--- src/rtl/simon_pkg.sv ---
// Shared constants and types for the SIMON32/64 encrypt core.
package simon_pkg;

    localparam int unsigned WORD   = 16;
    localparam int unsigned ROUNDS = 32;

    // z0 written in its published order: the leftmost digit belongs to round 0.
    localparam logic [61:0] Z0 = 62'b11111010001001010110000111001101111101000100101011000011100110;

    localparam logic [WORD-1:0] C = 16'hFFFC;

    typedef enum logic [1:0] {IDLE, RUN, DONE} state_e;

    // z0 bit consumed by the key update of round rnd.
    function automatic logic z0_bit(input logic [4:0] rnd);
        logic [5:0] idx;
        idx = 6'd61 - {1'b0, rnd};
        return Z0[idx];
    endfunction

endpackage

--- src/rtl/simon_encrypt_core_if.sv ---
// Plaintext/key request and ciphertext response handshakes of the encrypt core.
interface simon_encrypt_core_if;
    import simon_pkg::*;

    logic              in_valid;
    logic              in_ready;
    logic [2*WORD-1:0] plaintext;
    logic [4*WORD-1:0] key;
    logic              out_valid;
    logic              out_ready;
    logic [2*WORD-1:0] ciphertext;
    logic              busy;

    modport master (
        output in_valid, plaintext, key, out_ready,
        input  in_ready, out_valid, ciphertext, busy
    );

    modport slave (
        input  in_valid, plaintext, key, out_ready,
        output in_ready, out_valid, ciphertext, busy
    );

endinterface

--- src/rtl/simon_encrypt_round.sv ---
// One SIMON32/64 round plus the matching on-the-fly key schedule step.
module simon_encrypt_round
    import simon_pkg::*;
(
    input  logic [WORD-1:0] x,
    input  logic [WORD-1:0] y,
    input  logic [WORD-1:0] kw0,
    input  logic [WORD-1:0] kw1,
    input  logic [WORD-1:0] kw2,
    input  logic [WORD-1:0] kw3,
    input  logic [4:0]      rnd,
    output logic [WORD-1:0] x_next,
    output logic [WORD-1:0] y_next,
    output logic [WORD-1:0] k_new
);

    logic [WORD-1:0] f_x;
    logic [WORD-1:0] t_a;
    logic [WORD-1:0] t_b;

    // Round function on the current words, keyed by the oldest window entry.
    always_comb begin
        f_x    = ({x[14:0], x[15]} & {x[7:0], x[15:8]}) ^ {x[13:0], x[15:14]};
        x_next = y ^ f_x ^ kw0;
        y_next = x;
    end

    // Next round key, computed alongside the round that consumes kw0.
    always_comb begin
        t_a   = {kw3[2:0], kw3[15:3]} ^ kw1;
        t_b   = t_a ^ {t_a[0], t_a[15:1]};
        k_new = C ^ {{(WORD-1){1'b0}}, z0_bit(rnd)} ^ kw0 ^ t_b;
    end

    // kw2 only ages through the window; it is not mixed into this round.
    logic unused_kw2;
    assign unused_kw2 = ^kw2;

endmodule

--- src/rtl/simon_encrypt_core.sv ---
// Iterative SIMON32/64 encryption: one round per clock, key expanded on the fly.
module simon_encrypt_core
    import simon_pkg::*;
(
    input logic                clk,
    input logic                rst,
    simon_encrypt_core_if.slave bus
);

    state_e          state_q;
    logic [WORD-1:0] x_q;
    logic [WORD-1:0] y_q;
    logic [WORD-1:0] kw_q [4];
    logic [4:0]      rnd_q;
    logic            in_ready_q;
    logic            out_valid_q;
    logic            busy_q;

    logic [WORD-1:0] x_next;
    logic [WORD-1:0] y_next;
    logic [WORD-1:0] k_new;

    simon_encrypt_round u_round (
        .x      (x_q),
        .y      (y_q),
        .kw0    (kw_q[0]),
        .kw1    (kw_q[1]),
        .kw2    (kw_q[2]),
        .kw3    (kw_q[3]),
        .rnd    (rnd_q),
        .x_next (x_next),
        .y_next (y_next),
        .k_new  (k_new)
    );

    // Control FSM with datapath registers and registered handshake outputs.
    always_ff @(posedge clk) begin
        if (rst) begin
            state_q     <= IDLE;
            x_q         <= '0;
            y_q         <= '0;
            for (int i = 0; i < 4; i++) kw_q[i] <= '0;
            rnd_q       <= '0;
            in_ready_q  <= 1'b1;
            out_valid_q <= 1'b0;
            busy_q      <= 1'b0;
        end else begin
            unique case (state_q)
                IDLE: begin
                    if (bus.in_valid) begin
                        x_q <= bus.plaintext[2*WORD-1:WORD];
                        y_q <= bus.plaintext[WORD-1:0];
                        for (int i = 0; i < 4; i++) kw_q[i] <= bus.key[i*WORD +: WORD];
                        rnd_q      <= '0;
                        state_q    <= RUN;
                        in_ready_q <= 1'b0;
                        busy_q     <= 1'b1;
                    end
                end
                RUN: begin
                    x_q     <= x_next;
                    y_q     <= y_next;
                    kw_q[0] <= kw_q[1];
                    kw_q[1] <= kw_q[2];
                    kw_q[2] <= kw_q[3];
                    kw_q[3] <= k_new;
                    rnd_q   <= rnd_q + 5'd1;
                    if (rnd_q == 5'(ROUNDS - 1)) begin
                        state_q     <= DONE;
                        out_valid_q <= 1'b1;
                    end
                end
                DONE: begin
                    if (bus.out_ready) begin
                        state_q     <= IDLE;
                        out_valid_q <= 1'b0;
                        busy_q      <= 1'b0;
                        in_ready_q  <= 1'b1;
                    end
                end
                default: begin
                    state_q     <= IDLE;
                    in_ready_q  <= 1'b1;
                    out_valid_q <= 1'b0;
                    busy_q      <= 1'b0;
                end
            endcase
        end
    end

    // x/y stay frozen in DONE, so the ciphertext is stable while out_valid is high.
    assign bus.in_ready   = in_ready_q;
    assign bus.out_valid  = out_valid_q;
    assign bus.busy       = busy_q;
    assign bus.ciphertext = {x_q, y_q};

endmodule

--- src/flat_wrapper.sv ---
// flat-port wrapper written by rule: the top's interface ports become plain ports
module simon_encrypt_core_flat import simon_pkg::*;
  (clk, rst, bus_in_valid, bus_plaintext, bus_key, bus_out_ready, bus_in_ready, bus_out_valid, bus_ciphertext, bus_busy);
  simon_encrypt_core_if bus_i ();
  input logic clk;
  input logic rst;
  input wire logic [$bits(bus_i.in_valid)-1:0] bus_in_valid;
  input wire logic [$bits(bus_i.plaintext)-1:0] bus_plaintext;
  input wire logic [$bits(bus_i.key)-1:0] bus_key;
  input wire logic [$bits(bus_i.out_ready)-1:0] bus_out_ready;
  output wire logic [$bits(bus_i.in_ready)-1:0] bus_in_ready;
  output wire logic [$bits(bus_i.out_valid)-1:0] bus_out_valid;
  output wire logic [$bits(bus_i.ciphertext)-1:0] bus_ciphertext;
  output wire logic [$bits(bus_i.busy)-1:0] bus_busy;
  assign bus_i.in_valid = bus_in_valid;
  assign bus_i.plaintext = bus_plaintext;
  assign bus_i.key = bus_key;
  assign bus_i.out_ready = bus_out_ready;
  assign bus_in_ready = bus_i.in_ready;
  assign bus_out_valid = bus_i.out_valid;
  assign bus_ciphertext = bus_i.ciphertext;
  assign bus_busy = bus_i.busy;
  simon_encrypt_core u_core (.clk(clk), .rst(rst), .bus(bus_i));
endmodule
--- config.mk ---
export PLATFORM = sky130hd
export DESIGN_NAME = simon_encrypt_core_flat
export DESIGN_NICKNAME = d
export VERILOG_FILES = /design/src/rtl/simon_pkg.sv /design/src/rtl/simon_encrypt_core_if.sv /design/src/rtl/simon_encrypt_round.sv /design/src/rtl/simon_encrypt_core.sv /design/src/flat_wrapper.sv
export SDC_FILE = /design/constraint.sdc
export NUM_CORES = 1
export LEC_CHECK = 0
export BUFFER_PORTS_ARGS = -buffer_cell sky130_fd_sc_hd__buf_2
export CAP_MARGIN = 20
export CORE_MARGIN = 5
export CORE_UTILIZATION = 55
export DETAILED_ROUTE_END_ITERATION = 8
export MAX_ROUTING_LAYER = met4
export PLACE_DENSITY = 0.91
export RECOVER_POWER = 50
export SETUP_SLACK_MARGIN = 0.02
export SYNTH_ARGS = -nofsm -noshare
export SYNTH_HDL_FRONTEND = slang
export SYNTH_HIERARCHICAL = 1
export SYNTH_SLANG_ARGS = --single-unit
export TNS_END_PERCENT = 100
--- constraint.sdc ---
create_clock -name clk -period 6.45 [get_ports clk]
set_input_delay 0.645 -clock clk [delete_from_list [all_inputs] [get_ports clk]]
set_output_delay 0.645 -clock clk [all_outputs]
set_load 0.02 [all_outputs]
# [Yosys cells after proc, flatten, opt, wreduce, memory -nomap -nowiden]
# Memory sizes are Yosys's and may differ from the RTL's.
# Cells that the tools add are included.
[op_classes] n_addsub=2 n_bitwise=18 reduce_logical=6 order_cmp=1 mux=36 n_eq_ne=6
[ops] op="2-to-1 mux 16 bit" count=10
[ops] op="XOR 16 bit" count=7
[ops] op="one-hot mux 16 bit (2 select lines)" count=2
[ops] op="bitwise AND 16 bit" count=1
[ops] op="2-to-1 mux 1 bit" count=15
[ops] op="one-hot mux 5 bit (2 select lines)" count=1
[ops] op="one-hot mux 1 bit (3 select lines)" count=3
[ops] op="AND reduction 3 bit" count=3
[ops] op="OR 1 bit" count=8
[ops] op="< comparator 6 x 7 -> 1 bit (second input constant)" count=1
[ops] op="2-to-1 mux 2 bit" count=3
[ops] op="one-hot mux 2 bit (3 select lines)" count=1
[ops] op="subtractor 6 x 5 -> 6 bit (first input constant)" count=1
[ops] op="adder 5 x 1 -> 5 bit (second input constant)" count=1
[ops] op="equality test 5 bit (second input constant)" count=1
[ops] op="2-to-1 mux 5 bit" count=1
[ops] op="inequality test 2 bit (second input constant)" count=2
[ops] op="equality test 2 x 1 -> 1 bit (second input constant)" count=1
[ops] op="equality test 2 bit (second input constant)" count=1
[ops] op="zero test 2 bit" count=1
[ops] op="inequality test 2 x 1 -> 1 bit (second input constant)" count=1
[ops] op="NOT 1 bit" count=2
[ops] op="AND reduction 2 bit" count=1
[ops] op="nonzero test 2 bit" count=1
[word_totals] mem_bits_ro=64 wordCells=78 n_memories=2 register_bits=42 output_inout_bits=35 input_bits=100 ramBits=64
[mem_list] name="(name not given)" depth=64 width=1 read_ports=1 rd_ports_with_merged_regs=0 wr=0 line="simon_pkg.sv:18" text="return Z0[idx];"
[mem_list] name="u_core.kw_q" depth=4 width=16 read_ports=4 rd_ports_with_merged_regs=0 wr=4 line="simon_encrypt_core.sv:13" text="logic [WORD-1:0] kw_q [4];"

# [Logic depth before layout (Yosys ltp)]
[logic_depth] ltp_word=6 ltp_mapped=8 ltp_nobuf=8

# [By module]
# The synthesis kept the hierarchy.
[by_module_without_submodules] mod="simon_encrypt_core" cells_each=307 area_per_inst_um2=4428.0 seq_area_each_um2=2762.6 n_inst=1
[by_module_without_submodules] mod="simon_encrypt_round" cells_each=165 area_per_inst_um2=1325.0 seq_area_each_um2=0.0 n_inst=1

# [Worst setup path before layout]
# No wires, ideal clock.
[synth_timing] path_kind="register to register" from="reg u_core.rnd_q[1]" to="mem u_core.kw_q[3][0], data pin" setup_slack_ns=4.131 arrival_ns=2.063 setup_time_ns=0.256 synth_period_minus_slack_ns=2.319 path_stages_with_launch=9 n_path_buf=1 required_ns=6.194 path_cell_list="dfxtp_1 ha_1 buf_6 mux2_4 mux2i_1 o22ai_1 a311oi_2 xnor2_1 a22o_1"
[synth_lines] item="start, declared" line="simon_encrypt_core.sv:14" text="logic [4:0] rnd_q;"
[synth_lines] item="start signal, assigned" line="simon_encrypt_core.sv:67" text="rnd_q <= rnd_q + 5'd1;"
[synth_lines] item="end, declared" line="simon_encrypt_core.sv:13"

==> out/metrics.yaml <==
setup_path:
  worstSetupPathType: "flip-flop to flip-flop"
  setup.worst_path.end_class: "flip-flop"
  crit_fanout: 38
  crit_required_ps: 6360
  crit_arrival_ps: 3570
  cp-start-kind: "flip-flop"
global_routing:
  antenna_found_initial: 0
  overflow: 0
  grt_pass1_wl_um: 22200
  track_usage_pct: 22.9
  grt_pass1_vias: 4171
  grt_max_degree: 68
placement:
  hpwlAfterDp_um: 10400
  place_congestion: 0.962
  port_buffers: 134
die:
  start_util_pct: 56.0
  die_w_um: 112
  coreArea_um2: 10300
  die_area_um2: 12600
  io_pins: 135
  rows: 37
  die_h_um: 112
route:
  first_pass_iters: 5
  routed_wl_um: 14200
  viasPerCell: 5.81
  num_vias: 4160
  drtIter0Drc: 335
  ant_nets: 0
  wl_per_cell_um: 19.8
  drcViolationCount: 0
power:
  clock_power_share_pct: 22.2
  leakagePower_nw: 2.59
  power.density_nw_per_um2: 279
  power_w: 0.00179
  internal_power_w: 0.00123
  switching_share_pct: 31.4
  pwr-share-seq_pct: 50.5
  peakVddDrop_mv: 0.183
  combPwrFrac_pct: 27.2
  p_switching_w: 0.000561
synth:
  synthFlopType: "edfxtp_1"
  synth_cell_types: 41
  synth-seq-cells: 106
  ys_async_sr_fraction_pct: 0
  ys_seq_area_share_pct: 48.0
  yosysTopAreaCell: "edfxtp_1"
  yosysTopAreaCellShare_pct: 33.4
  syn-cell-area_um2: 5750
  synth.avg_cell_area_um2: 12.2
  synth_edf_count: 64
  yosysWarnings: 6
  synth_fp_nets: 581
  netlist_instances: 472
  synthTopCellsByArea: "edfxtp_1, dfxtp_1, xnor2_1, a22o_1, mux2i_1"
timing:
  worst_hold_slack_ps: 491
  hold_viol: 0
  post-route-period-util_pct: 56.7
  clock_skew_ps: 7.33
  drv_slew: 75
  setup_tns_ps: 0
  fmax_mhz: 273
  rsz0062_at_grt: "no"
  relSlewSlack_pct: -43.0
  fin_crit_ps: 3660
  tightest_slew_ps: 2150
  setup_viol: 0
finish:
  syn2layout_area_growth_pct: 11.4
  fillers: 827
  fin_nets: 684
  utilization_pct: 62.3
  multi_input_area_um2: 2600
  antenna_cells: 0
  layout-drive-gt1-share_pct: 21.0
  final-seq-area_um2: 2760
cts:
  postCtsSetupBuffers: 0
  cts.sinks: 106
  cts-resized-gates: 0
  cts_made_buffers: 9
  clockBufferDepth: 2
  htreeDepth: 3
  cts_hold_buf: 0
  cts_tree: "yes"
  clkTransAtPathRegs_ps: 90
  clock_latency_ps: 360
  cts-root-buf: "clkbuf_8"
outcome:
  violations: "capacitance limit, slew limit"
  outcome: "finished, violations left"
min_path:
  worstHoldPathType: "flip-flop to flip-flop"
flow_run:
  drv_cap: 2
-- cell type report --
| class | instances | share of cell area (%) |
|---|---|---|
| Clock buffer | 10 | 1.99 |
| Multi-Input combinational cell | 311 | 40.6 |
| Timing Repair Buffer | 138 | 10.2 |
| Clock inverter | 6 | 0.879 |
| Tap cell | 136 | 2.66 |
| Sequential cell | 106 | 43.1 |
| Inverter | 9 | 0.527 |
-- power groups by stage --
stage / Clock (W) / Combinational [W] / Sequential [W]
6_report: 0.000397 / 0.000487 / 0.000903
5_1_grt: 0.000433 / 0.000529 / 0.000913
4_1_cts: 0.000407 / 0.000491 / 0.000901
3_5_place_dp: 0 / 0.000489 / 0.000915
3_3_place_gp: 0 / 0.000472 / 0.000911
2_1_floorplan: 0 / 0.000376 / 0.000909
-- final timing paths --
| path | start | endpoint | slack [ps] | cells past startpoint |
|---|---|---|---|---|
| setup / recovery | u_core/state_q[1] | u_core/kw_q[1][14] | 2790 | 4 |
| hold / removal | u_core/bus.busy | u_core/bus.busy | 490 | 2 |
| setup reg to reg | u_core/state_q[1] | u_core/kw_q[1][14] | 2790 | 4 |
| hold reg to reg | u_core/bus.busy | u_core/bus.busy | 490 | 2 |
-- sequential cells by signal (all words and copies together), names as in the netlist --
signal / cells
u_core/bus.out_valid: 1
u_core/bus.busy: 1
u_core/x_q: 16
u_core/state_q: 2
u_core/y_q: 16
u_core/kw_q: 64
u_core/bus.in_ready: 1
u_core/rnd_q: 5
-- cell families (layout without fill, tap and decap cells) --
kind of cell	Yosys count	in the layout	share of synthesized area [%]
fa+ha+maj	9	9	1.96
flops	106	106	48.0
xor+xnor	98	98	14.9
compound gates	119	119	17.6
simple gates	49	49	4.61
buf+inv	55	163	6.52
mux	36	36	6.35
-- metal layers --
metal / track usage [%] / share of wire (%)
met5: - / 0
met1: 30.6 / 43
met3: 6.15 / 8.8
met4: 5.69 / 1.4
met2: 35.1 / 47
-- worst max-delay path: stages (launching register included) --
cell      delay, ps
dfxtp_1         560
o21bai_1        250
and2b_1         170
clkbuf_1       1350
inv_1           870
-- placed cells by master (no fill, tap or decap), types with 3 or more instances in the layout --
cell type	count
a21oi_1	7
nand3_1	5
ha_1	9
clkbuf_1	37
clkbuf_8	9
mux2i_1	35
o2bb2ai_1	32
a22o_1	66
edfxtp_1	64
xor2_1	13
inv_1	8
nor2_1	6
nor3b_1	3
buf_2	99
buf_4	3
nand2_1	22
a31oi_1	3
xnor2_1	85
dfxtp_1	42
-- cell usage after synthesis, types with 2 or more instances --
cell       instances
dfxtp_1           42
nor3b_1            3
a21oi_1            7
buf_6              7
nor2_1             6
a31oi_1            3
ha_1               9
or3_1              2
xnor2_1           85
edfxtp_1          64
nand3_1            5
a21o_1             2
mux2i_1           35
inv_1              5
buf_4             29
a22o_1            66
nand2b_4           2
buf_2              6
nand3b_1           2
o2bb2ai_1         32
nand2_1           22
inv_2              4
xor2_1            13
clkbuf_1           4
-- stage by stage --
stage,cell area (um2),instances,setup WS (ps)
2_1_floorplan,5750,472,4130
5_1_grt,6410,716,2450
3_5_place_dp,6290,700,3870
3_3_place_gp,6290,700,4060
6_report,6410,716,2790
4_1_cts,6470,716,3890
(Power assumes the default switching activity.)
